**src/rtl/spi_pkg.sv**
```systemverilog
// Shared types and sizes for the SPI memory peripheral.
// State encoding and field widths used by controller and datapath.
package spi_pkg;

  localparam int SPI_DATA_BITS = 8;
  localparam int SPI_ADDR_BITS = 7;

  typedef enum logic [3:0] {
    IDLE,
    GET_ADDR,
    GOT_ADDR,
    READ_LOAD,
    READ_SEND,
    WRITE_GET,
    WRITE_STORE,
    BURST_INC,
    DONE
  } spi_state_t;

endpackage

```
**src/rtl/spi_bit_counter.sv**
```systemverilog
// Saturating SCLK edge counter for the SPI controller.
// Clear wins over increment; count stops at DATA_BITS.
module spi_bit_counter #(
  parameter int DATA_BITS = 8,
  parameter int CNT_W     = $clog2(DATA_BITS + 1)
) (
  input  logic             clk,
  input  logic             resetN,
  input  logic             clr,
  input  logic             inc,
  output logic [CNT_W-1:0] count,
  output logic             done
);

  assign done = (count == CNT_W'(DATA_BITS));

  always_ff @(posedge clk) begin
    if (!resetN || clr) begin
      count <= '0;
    end else if (inc && !done) begin
      count <= count + CNT_W'(1);
    end
  end

endmodule

```
**src/rtl/spi_controller.sv**
```systemverilog
// Sequencing FSM for the SPI memory peripheral.
// Define SPI_CONTROLLER_BURST_EN for address auto-increment bursts.
module spi_controller
  import spi_pkg::*;
#(
  parameter int DATA_BITS = SPI_DATA_BITS,
  parameter int ADDR_BITS = SPI_ADDR_BITS
) (
  input  logic clk,
  input  logic resetN,
  input  logic csN,
  input  logic sclkPosEdge,
  input  logic sclkNegEdge,
  input  logic rwBit,
  output logic addrWe,
  output logic srWe,
  output logic dmWe,
  output logic misoBufe,
  output logic addrInc
);

  localparam int CNT_W = $clog2(DATA_BITS + 1);

`ifdef SPI_CONTROLLER_BURST_EN
  localparam bit BURST = 1'b1;
`else
  localparam bit BURST = 1'b0;
`endif

  spi_state_t state, next_state;

  logic [CNT_W-1:0] count;
  logic cnt_done;
  logic cnt_clr;
  logic cnt_inc;
  logic last;
  logic rw_reg;

  // ADDR_BITS edges already counted means this edge is the final one
  assign last = (count == CNT_W'(ADDR_BITS));

  assign cnt_inc = (state == GET_ADDR && sclkPosEdge)
                || (state == WRITE_GET && sclkPosEdge)
                || (state == READ_SEND && sclkNegEdge);

  assign cnt_clr = cnt_done
                || (state == IDLE)
                || (next_state == IDLE);

  spi_bit_counter #(
    .DATA_BITS(DATA_BITS),
    .CNT_W    (CNT_W)
  ) u_cnt (
    .clk   (clk),
    .resetN(resetN),
    .clr   (cnt_clr),
    .inc   (cnt_inc),
    .count (count),
    .done  (cnt_done)
  );

  always_ff @(posedge clk) begin
    if (!resetN) begin
      state <= IDLE;
    end else begin
      state <= next_state;
    end
  end

  always_ff @(posedge clk) begin
    if (!resetN) begin
      rw_reg <= 1'b0;
    end else if (state == GOT_ADDR) begin
      rw_reg <= rwBit;
    end
  end

  always_comb begin
    next_state = state;
    if (state != IDLE && csN) begin
      next_state = IDLE;
    end else begin
      unique case (state)
        IDLE: begin
          if (!csN) next_state = GET_ADDR;
        end
        GET_ADDR: begin
          if (sclkPosEdge && last) next_state = GOT_ADDR;
        end
        GOT_ADDR: begin
          next_state = rwBit ? READ_LOAD : WRITE_GET;
        end
        READ_LOAD: begin
          next_state = READ_SEND;
        end
        READ_SEND: begin
          if (sclkNegEdge && last)
            next_state = BURST ? BURST_INC : DONE;
        end
        WRITE_GET: begin
          if (sclkPosEdge && last) next_state = WRITE_STORE;
        end
        WRITE_STORE: begin
          next_state = BURST ? BURST_INC : DONE;
        end
        BURST_INC: begin
          next_state = rw_reg ? READ_LOAD : WRITE_GET;
        end
        DONE: begin
          next_state = DONE;
        end
        default: begin
          next_state = IDLE;
        end
      endcase
    end
  end

  // Outputs are registered copies of the decode of the next state
  always_ff @(posedge clk) begin
    if (!resetN) begin
      addrWe   <= 1'b0;
      srWe     <= 1'b0;
      dmWe     <= 1'b0;
      misoBufe <= 1'b0;
    end else begin
      addrWe   <= (next_state == GOT_ADDR);
      srWe     <= (next_state == READ_LOAD);
      dmWe     <= (next_state == WRITE_STORE);
      misoBufe <= (next_state == READ_SEND);
    end
  end

`ifdef SPI_CONTROLLER_BURST_EN
  always_ff @(posedge clk) begin
    if (!resetN) begin
      addrInc <= 1'b0;
    end else begin
      addrInc <= (next_state == BURST_INC);
    end
  end
`else
  assign addrInc = 1'b0;
`endif

endmodule

```
**config.mk**
```make
export PLATFORM = sky130hd
export DESIGN_NAME = spi_controller
export DESIGN_NICKNAME = d
export VERILOG_FILES = /design/src/rtl/spi_pkg.sv /design/src/rtl/spi_bit_counter.sv /design/src/rtl/spi_controller.sv
export SDC_FILE = /design/constraint.sdc
export NUM_CORES = 1
export LEC_CHECK = 0
export ABC_CLOCK_PERIOD_IN_PS = 1500
export BUFFER_PORTS_ARGS = -buffer_cell sky130_fd_sc_hd__buf_2
export CAP_MARGIN = 15
export CELL_PAD_IN_SITES_DETAIL_PLACEMENT = 0
export CELL_PAD_IN_SITES_GLOBAL_PLACEMENT = 2
export CORE_UTILIZATION = 29
export DETAILED_ROUTE_END_ITERATION = 12
export PLACE_DENSITY_LB_ADDON = 0.1
export SLEW_MARGIN = 20
export SYNTH_ARGS = -nofsm -noshare
export SYNTH_HDL_FRONTEND = slang
export SYNTH_SLANG_ARGS = --single-unit
```
**constraint.sdc**
```tcl
create_clock -name clk -period 1.5 [get_ports clk]
set_clock_uncertainty 0.1 [all_clocks]
set_input_delay 0.3 -clock clk [delete_from_list [all_inputs] [get_ports clk]]
set_output_delay 0.3 -clock clk [all_outputs]
set_load 0.01 [all_outputs]
```
=== After elaboration in Yosys (flattened, before gate mapping) ===
Cells that the tools add are included.

* Output and inout port bits: 5
* Flip-flop bits (word level): 13
* Bits of input ports: 6
* Logic and storage cells: 48

* Eq/ne operators: 14
* Mux-type cells: 8
* Reduce and logical (&&, ||, !) cells: 18
* $add $sub $neg: 1

{| class="wikitable"
|+ Operators by type and width
! operator !! count
|-
| 4-bit one-hot mux with 8 select lines || 1
|-
| 4-bit by 3-bit equality test with 1-bit output, second input constant || 7
|-
| 4-bit two-way mux || 5
|-
| 4-bit by 2-bit equality test with 1-bit output, second input constant || 4
|-
| 4-bit equality test, second input constant || 2
|-
| 4-bit zero test || 2
|-
| 1-bit logical AND || 7
|-
| 3-bit two-way mux || 2
|-
| 1-bit logical OR || 5
|-
| 4-bit by 1-bit adder with 4-bit output, second input constant || 1
|-
| 4-bit by 1-bit equality test with 1-bit output, second input constant || 1
|-
| 4-bit nonzero test || 1
|-
| 1-bit zero test || 2
|-
| 2-bit OR reduction || 1
|}

=== Logic depth before layout (Yosys ltp) ===
Gate-level depths: netlist (run 1).

* Depth after elaboration: 8
* Gate-level depth with buffers: 6
* Mapped depth without buffers: 6

=== Modules after synthesis ===
From an unflattened synthesis (run 1), not the netlist that was laid out.

* Cells, all modules: 87
* Area, all modules: 770.7 um2

{| class="wikitable"
|+ Modules (own cells, without submodules)
! module !! times used !! area an instance (um2) !! seq. area each (um2) !! cells each
|-
| spi_controller || 1 || 553.0 || 180.2 || 62
|-
| spi_bit_counter || 1 || 217.7 || 80.1 || 25
|}

=== Worst setup path before layout (run 1) ===
Ideal clock, no wire load.

* Path type: register to register
* From: register u_cnt.count[0]
* To: register misoBufe
* Clock period less this slack: 1.591 ns
* Path slack: -0.091 ns
* Cell stages (with the launch flop): 6
* Data required time: 1.341 ns
* Path buffers: 0
* Data arrival time: 1.433 ns
* Setup time: 0.059 ns
* Cells stage by stage: dfxtp_1 ha_1 and3b_1 a2111o_1 a21oi_2 o211a_1

* Word-level cells in the longest chain between the ends: 6
* Elaborated cells between the ends (all ways): 9
* Those cells by class: 2 x eq/ne; 5 x mux; 2 x reduce/logical

{| class="wikitable"
|+ RTL lines
! what !! line !! source
|-
| start, declared || spi_bit_counter.sv:11 || <nowiki>output logic [CNT_W-1:0] count,</nowiki>
|-
| start signal, assigned || spi_bit_counter.sv:21 || <nowiki>count <= count + CNT_W'(1);</nowiki>
|-
| 4-bit by 3-bit equality test with 1-bit output (*) || spi_controller.sv:40 || <nowiki>assign last = (count == CNT_W'(ADDR_BITS));</nowiki>
|-
| 1-bit logical AND, on equally long branches || spi_controller.sv:88, spi_controller.sv:101, spi_controller.sv:97 ||
|-
| 4-bit two-way mux, on equally long branches || spi_controller.sv:101, spi_controller.sv:88, spi_controller.sv:97 ||
|-
| 4-bit one-hot mux with 8 select lines (*) || spi_controller.sv:83 || <nowiki>unique case (state)</nowiki>
|-
| 4-bit two-way mux (*) || spi_controller.sv:80 || <nowiki>if (state != IDLE && csN) begin</nowiki>
|-
| 4-bit by 3-bit equality test with 1-bit output (*) || spi_controller.sv:130 || <nowiki>misoBufe <= (next_state == READ_SEND);</nowiki>
|-
| end signal, assigned || spi_controller.sv:130 ||
|-
| end, declared || spi_controller.sv:18 || <nowiki>output logic misoBufe,</nowiki>
|}

Mark *: on every way between the ends. The rest lies on a longest branch, timed or not.
A chain may end at the register's enable or synchronous reset.

=== Worst setup path in the final report (run 1) ===
* From: register state[2]
* To: register misoBufe

* Word-level cells in the longest chain between the ends: 5
* Elaborated cells between the ends (all ways): 19
* Those cells by class: 9 x eq/ne; 6 x mux; 4 x reduce/logical

{| class="wikitable"
|+ RTL lines
! what !! line !! source
|-
| start, declared || spi_controller.sv:30 || <nowiki>spi_state_t state, next_state;</nowiki>
|-
| start signal, assigned || spi_controller.sv:66 || <nowiki>state <= next_state;</nowiki>
|-
| 4-bit equality test / 4-bit by 3-bit equality test with 1-bit output (equally long branches) || spi_controller.sv:83 ||
|-
| 2-bit OR reduction (no source line) || -- ||
|-
| 4-bit one-hot mux with 8 select lines || spi_controller.sv:83 ||
|-
| 4-bit two-way mux (*) || spi_controller.sv:80 ||
|-
| 4-bit by 3-bit equality test with 1-bit output (*) || spi_controller.sv:130 ||
|}

Marks and branches as above.

==> results.toml, run 1 <==
[outcome]
violations = "setup timing"
status = "complete, but fails checks"

[clock_tree]
cts.sinks = 13
cts_buffer_depth = 2
ctsRootBufferMaster = "clkbuf_4"
clkTransAtPathRegs_ns = 0.08
cts_buffers = 3
clk_latency_ns = 0.27
cts_htree_levels = 1
tritoncts = "yes"

[final_layout]
most-common-layout-cells = "18 x buf_4, 9 x buf_2, 8 x nor2_1, 8 x dfxtp_1"
final_common_cell = "buf_4"
top_regs = "state: 4 flops, u_cnt.count: 4 flops"
diodes = 0
drive_above_1_share_pct = 43.4
areaGrowthSynthToFinish_pct = 40.9
nets = 122

[sta]
holdWs_ns = 0.215
achievable-frequency_ghz = 0.647
rsz0062_at_grt = "true"
period_needed_ns = 1.55
finalHoldViolations = 0
finalWorstSetupSlack_ns = -0.0459
finalCritPeriodShare_pct = 103
setup_viol = 5
maxSlewViolCount = 0

[pwr]
leakagePower_nw = 0.426
power.share.clock_pct = 35.1
vdd_ir_drop_max_uv = 396
powerDensity_nw_per_um2 = 598
seqPwrFrac_pct = 55.5
power.share.switching_pct = 24.0
p_comb_share_pct = 9.4
p_sw_mw = 0.150
p_int_mw = 0.476

[yosys]
synth_compound_area_share_pct = 21.4
synth_mux_area_share_pct = 4.21
yosys.area.top_type_share_pct = 35.0
yosysWarnings = 0
synth_top_family_by_area = "simple AND/OR/NAND/NOR gates"
syn_area_sq_um = 743
synth-xor-area-share_pct = 2.36
synth_cell_type_count = 42
yosysSeqAreaShare_pct = 35.0
synthCells = 85
yosysTopAreaCell = "dfxtp_1"
synth_flop_cell = "dfxtp_1"
yosys.area_share.simple_pct = 27.4
synth_fa_ha_area_share_pct = 3.37
syn_area_per_cell_sq_um = 8.74
synthTopCellsByArea = "dfxtp_1 35%, nor3_1 4.0%, nor2_1 4.0%"
synth_edf_count = 0
synth_nets = 93
ys_seq_elements = 13
async_flop_share_pct = 0

[route]
vias_per_cell = 5.17
dr.pass1.iters = 4
vias = 729
drc = 0
final_antenna_net_count = 0
drt_iter0_markers = 8
wirelength_um = 1900
wl_per_cell_um = 13.5

[global_route]
grt_pass1_vias = 721
globalRoute.totalOverflow = 0
antenna_found_initial = 0
grt_usage_pct = 16.4
grt_pass1_wl_um = 3240
grt_max_degree = 10

[job]
maxCapViolCount = 0

[floorplan]
num_rows = 17
pin_count = 11
start_util_pct = 32.1
die_w_um = 52.6
fp.dieArea_sq_um = 2770
die_y_um = 52.6
coreArea_sq_um = 2320

[setup_path]
critPathLaunchType = "flip-flop"
worstPathRequired_ns = 1.62
path_max_fanout = 9
path_class = "flip-flop to flip-flop"
cp_data_arrival_time_ns = 1.67
end_kind = "flip-flop"

[hold_path]
hold_path.class = "input pin to flip-flop"

[placed_design]
hpwl_um = 1390
gp_congestion = 0.810
portBuffers = 9
dpl_worst_slack_ns = -0.0982
-- synthesized netlist by cell type (all sizes together) (2+ instances only) --
cell type,instances
a211oi,2
nand2b,3
dfxtp,13
ha,2
o21ai,4
clkbuf,2
buf,3
mux2i,2
nor3,6
inv,4
nand4b,2
a21oi,5
nand2,3
nand3b,2
and3,2
nor2,8
-- cell families after synthesis --
| kind of cell | Yosys count |
|---|---|
| compound gates | 21 |
| xor+xnor | 2 |
| fa+ha+maj | 2 |
| buf+inv | 9 |
| flops | 13 |
| mux | 3 |
| other cells | 1 |
| simple gates | 34 |
-- final timing paths --
check                      startpoint             endpoint  slack, ns  depth (start not counted)
setup / recovery  state[2]$_SDFF_PN0_  misoBufe$_SDFF_PN0_      -0.05                          4
hold / removal                  rwBit  rw_reg$_SDFFE_PN0P_       0.22                          3
setup reg to reg  state[2]$_SDFF_PN0_  misoBufe$_SDFF_PN0_      -0.05                          4
hold reg to reg   rw_reg$_SDFFE_PN0P_  rw_reg$_SDFFE_PN0P_       0.45                          2
-- worst max-delay path, cell delays in order (launching register included) --
cell	delay [ns]
dfxtp_2	0.39
o21ba_1	0.19
or4_4	0.52
a21oi_2	0.14
o211a_1	0.15
-- power groups by stage --
stage	logic [mW]	registers (mW)	clock network, mW
after floorplan	0.0261	0.357	0
after global placement	0.0519	0.357	0
after detailed placement	0.0513	0.357	0
after CTS	0.0556	0.347	0.228
after global routing	0.0645	0.348	0.242
final	0.0588	0.347	0.220
-- through the flow --
| stage | utilization [%] | instances | instance area [sq um] | setup TNS (ns) | power, mW |
|---|---|---|---|---|---|
| after floorplan | - | 85 | 746 | 0 | 0.383 |
| after global placement | 41.1 | 136 | 953 | -0.669 | 0.409 |
| after detailed placement | 41.1 | 136 | 953 | -0.448 | 0.408 |
| after CTS | 44.5 | 141 | 1030 | -0.169 | 0.631 |
| after global routing | 45.2 | 141 | 1050 | -0.698 | 0.655 |
| final | 45.2 | 141 | 1050 | -0.0990 | 0.626 |
-- what timing repair did --
item,in CTS,in global routing
pin swaps,9,3
setup buffers,1,0
resized for setup,13,4
hold buffers,0,0
setup endpoints to repair,9,12
-- layer usage --
| metal | routed length, um | part of all wire [%] | track usage, % | vias up |
|---|---|---|---|---|
| li1 | - | - | - | 368 |
| met1 | 892 | 47 | 21.1 | 341 |
| met2 | 890 | 47 | 26.4 | 16 |
| met3 | 89 | 4.7 | 2.61 | 4 |
| met4 | 31 | 1.6 | 7.89 | 0 |
| met5 | 0 | 0 | 0 | - |
-- cell type report --
| class | count | area [sq um] |
|---|---|---|
| inverters | 4 | 15.0 |
| multi-input cells | 63 | 490 |
| flip-flops and latches | 13 | 269 |
| well taps | 28 | 35.0 |
| repair buffers | 29 | 211 |
| clock buffers | 4 | 26.3 |
| fillers | 233 | 1270 |
Note: power is estimated with default switching activity, not from simulation.
==> inputs of run 2 (changes only) <==
--- a/config.mk
+++ b/config.mk
@@ -5,12 +5,13 @@
 export SDC_FILE = /design/constraint.sdc
 export NUM_CORES = 1
 export LEC_CHECK = 0
-export ABC_CLOCK_PERIOD_IN_PS = 1500
+export ABC_CLOCK_PERIOD_IN_PS = 1800
 export BUFFER_PORTS_ARGS = -buffer_cell sky130_fd_sc_hd__buf_2
 export CAP_MARGIN = 15
 export CELL_PAD_IN_SITES_DETAIL_PLACEMENT = 0
 export CELL_PAD_IN_SITES_GLOBAL_PLACEMENT = 2
-export CORE_UTILIZATION = 29
+export CORE_MARGIN = 2
+export CORE_UTILIZATION = 35
 export DETAILED_ROUTE_END_ITERATION = 12
 export PLACE_DENSITY_LB_ADDON = 0.1
 export SLEW_MARGIN = 20
==> constraint.sdc (replaced) <==
create_clock -name clk -period 1.8 [get_ports clk]
set_clock_uncertainty 0.1 [all_clocks]
set_input_delay 0.36 -clock clk [delete_from_list [all_inputs] [get_ports clk]]
set_output_delay 0.36 -clock clk [all_outputs]
set_load 0.01 [all_outputs]
==> run 2 against run 1 <==
  * The run now ends clean
  * Fmax fell by 8.3%
  * Sequential power fell by 16%
  * Hold slack improved by 0.067 ns
  * Final area fell by 17%
  * Utilization fell by 1.4 points
==> results.toml, run 2 (same netlist as run 1, synthesis figures left out) <==
[outcome]
status = "complete, no violations"

[setup_path]
critPathLaunchType = "flip-flop"
worstPathRequired_ns = 1.91
critical_path.cell_chain = "nor2_1 -> or4_4 -> a21oi_2 -> o211a_1"
path_max_fanout = 13
cpPeakStageDelay_ns = 0.58
path_class = "flip-flop to flip-flop"
crit_slowest_cell = "dfxtp_1"
end_kind = "flip-flop"
cp_data_arrival_time_ns = 1.80

[sta]
finalHoldViolations = 0
finalCritPeriodShare_pct = 93.7
finalWorstSetupSlack_ns = 0.114
period_needed_ns = 1.69
rsz0062_at_grt = "false"
fin_tns_setup_ns = 0
setup_viol = 0
achievable-frequency_ghz = 0.593
maxSlewViolCount = 0

[final_layout]
areaGrowthSynthToFinish_pct = 16.7
nets = 108
fin_util_pct = 43.8
top_regs = "state: 4 flops, u_cnt.count: 4 flops"
final_common_cell = "dfxtp_1"
most-common-layout-cells = "13 x dfxtp_1, 9 x buf_2, 8 x nor2_1, 6 x nor3_1, 6 x buf_4"
fillers = 206
drive_above_1_share_pct = 21.2
diodes = 0

[floorplan]
num_rows = 16
die_w_um = 50.1
fp.dieArea_sq_um = 2510
die_y_um = 50.1
start_util_pct = 37.5
pin_count = 11
coreArea_sq_um = 1980

[placed_design]
gp_congestion = 0.766
dpl_worst_slack_ns = 0.0481
portBuffers = 9
hpwl_um = 1280

[clock_tree]
ctsHoldBuffers = 0
cts_buffers = 3
tritoncts = "yes"
cts_htree_levels = 1
cts.sinks = 13
clk_latency_ns = 0.27
cts_buffer_depth = 2
clkTransAtPathRegs_ns = 0.08
post_cts_buffers = 0
cts_resized = 0
ctsRootBufferMaster = "clkbuf_4"

[route]
vias = 656
drt_iter0_markers = 9
final_antenna_net_count = 0
wl_per_cell_um = 13.0
drc = 0
dr.pass1.iters = 4
vias_per_cell = 5.21
wirelength_um = 1630

[global_route]
grt_max_degree = 14
globalRoute.totalOverflow = 0
grt_pass1_wl_um = 2940
grt_usage_pct = 15.2
antenna_found_initial = 0
grt_pass1_vias = 680

[hold_path]
hold_path.class = "input pin to flip-flop"

[pwr]
vdd_ir_drop_max_uv = 388
leakagePower_nw = 0.345
powerDensity_nw_per_um2 = 575

[job]
maxCapViolCount = 0
## run 2: changes by cell type in the layout (fill, tap and decap cells not counted), sizes merged
cell / delta
buf: -14
## run 2: cell type report
cell class	count	area (sq um)	area share, %
clock buffers	4	26.3	3.03
well taps	27	33.8	3.90
repair buffers	15	90.1	10.4
inverters	4	15.0	1.73
flip-flops and latches	13	260	30.0
multi-input cells	63	442	50.9
## run 2: critical path: cells and delay by family (launching register included)
family           cells  cell delay, ns
AO/OA/AOI/OAI        2            0.30
flip-flops           1            0.58
AND/OR/NAND/NOR      2            0.64
## run 2: path summary, 6_finish.rpt
| check | start | depth (start not counted) | slack [ns] | end |
|---|---|---|---|---|
| min | rwBit | 3 | 0.28 | rw_reg$_SDFFE_PN0P_ |
| max | state[1]$_SDFF_PN0_ | 4 | 0.11 | misoBufe$_SDFF_PN0_ |
| min reg2reg | u_cnt.count[1]$_SDFFE_PP0P_ | 2 | 0.46 | u_cnt.count[1]$_SDFFE_PP0P_ |
| max reg2reg | state[1]$_SDFF_PN0_ | 4 | 0.11 | misoBufe$_SDFF_PN0_ |
## run 2: power breakdown
part           total, mW  leakage, nW  switching [mW]  internal, mW
Combinational     0.0356        0.225          0.0201        0.0155
Sequential         0.291        0.105         0.00268         0.289
Clock              0.172       0.0150          0.0864        0.0857
Total              0.499        0.345           0.109         0.390
## run 2: per-layer routing
metal  up-vias  share of wire (%)  GRT usage (%)
li1        339                  -              -
met1       310                 49           19.3
met2         7                 48           25.7
met3         0                2.9           3.64
met4         0                  0           3.24
met5         -                  0              0
## run 2: per-stage QoR
| step | std cells | total power, mW | hold slack, ns | instance area (sq um) |
|---|---|---|---|---|
| final | 126 | 0.499 | 0.282 | 867 |
| after global routing | 126 | 0.530 | 0.300 | 867 |
| after CTS | 126 | 0.509 | 0.277 | 866 |
| after detailed placement | 122 | 0.333 | 0.448 | 840 |
| after global placement | 122 | 0.334 | 0.433 | 840 |
| after floorplan | 85 | 0.319 | 0.388 | 743 |
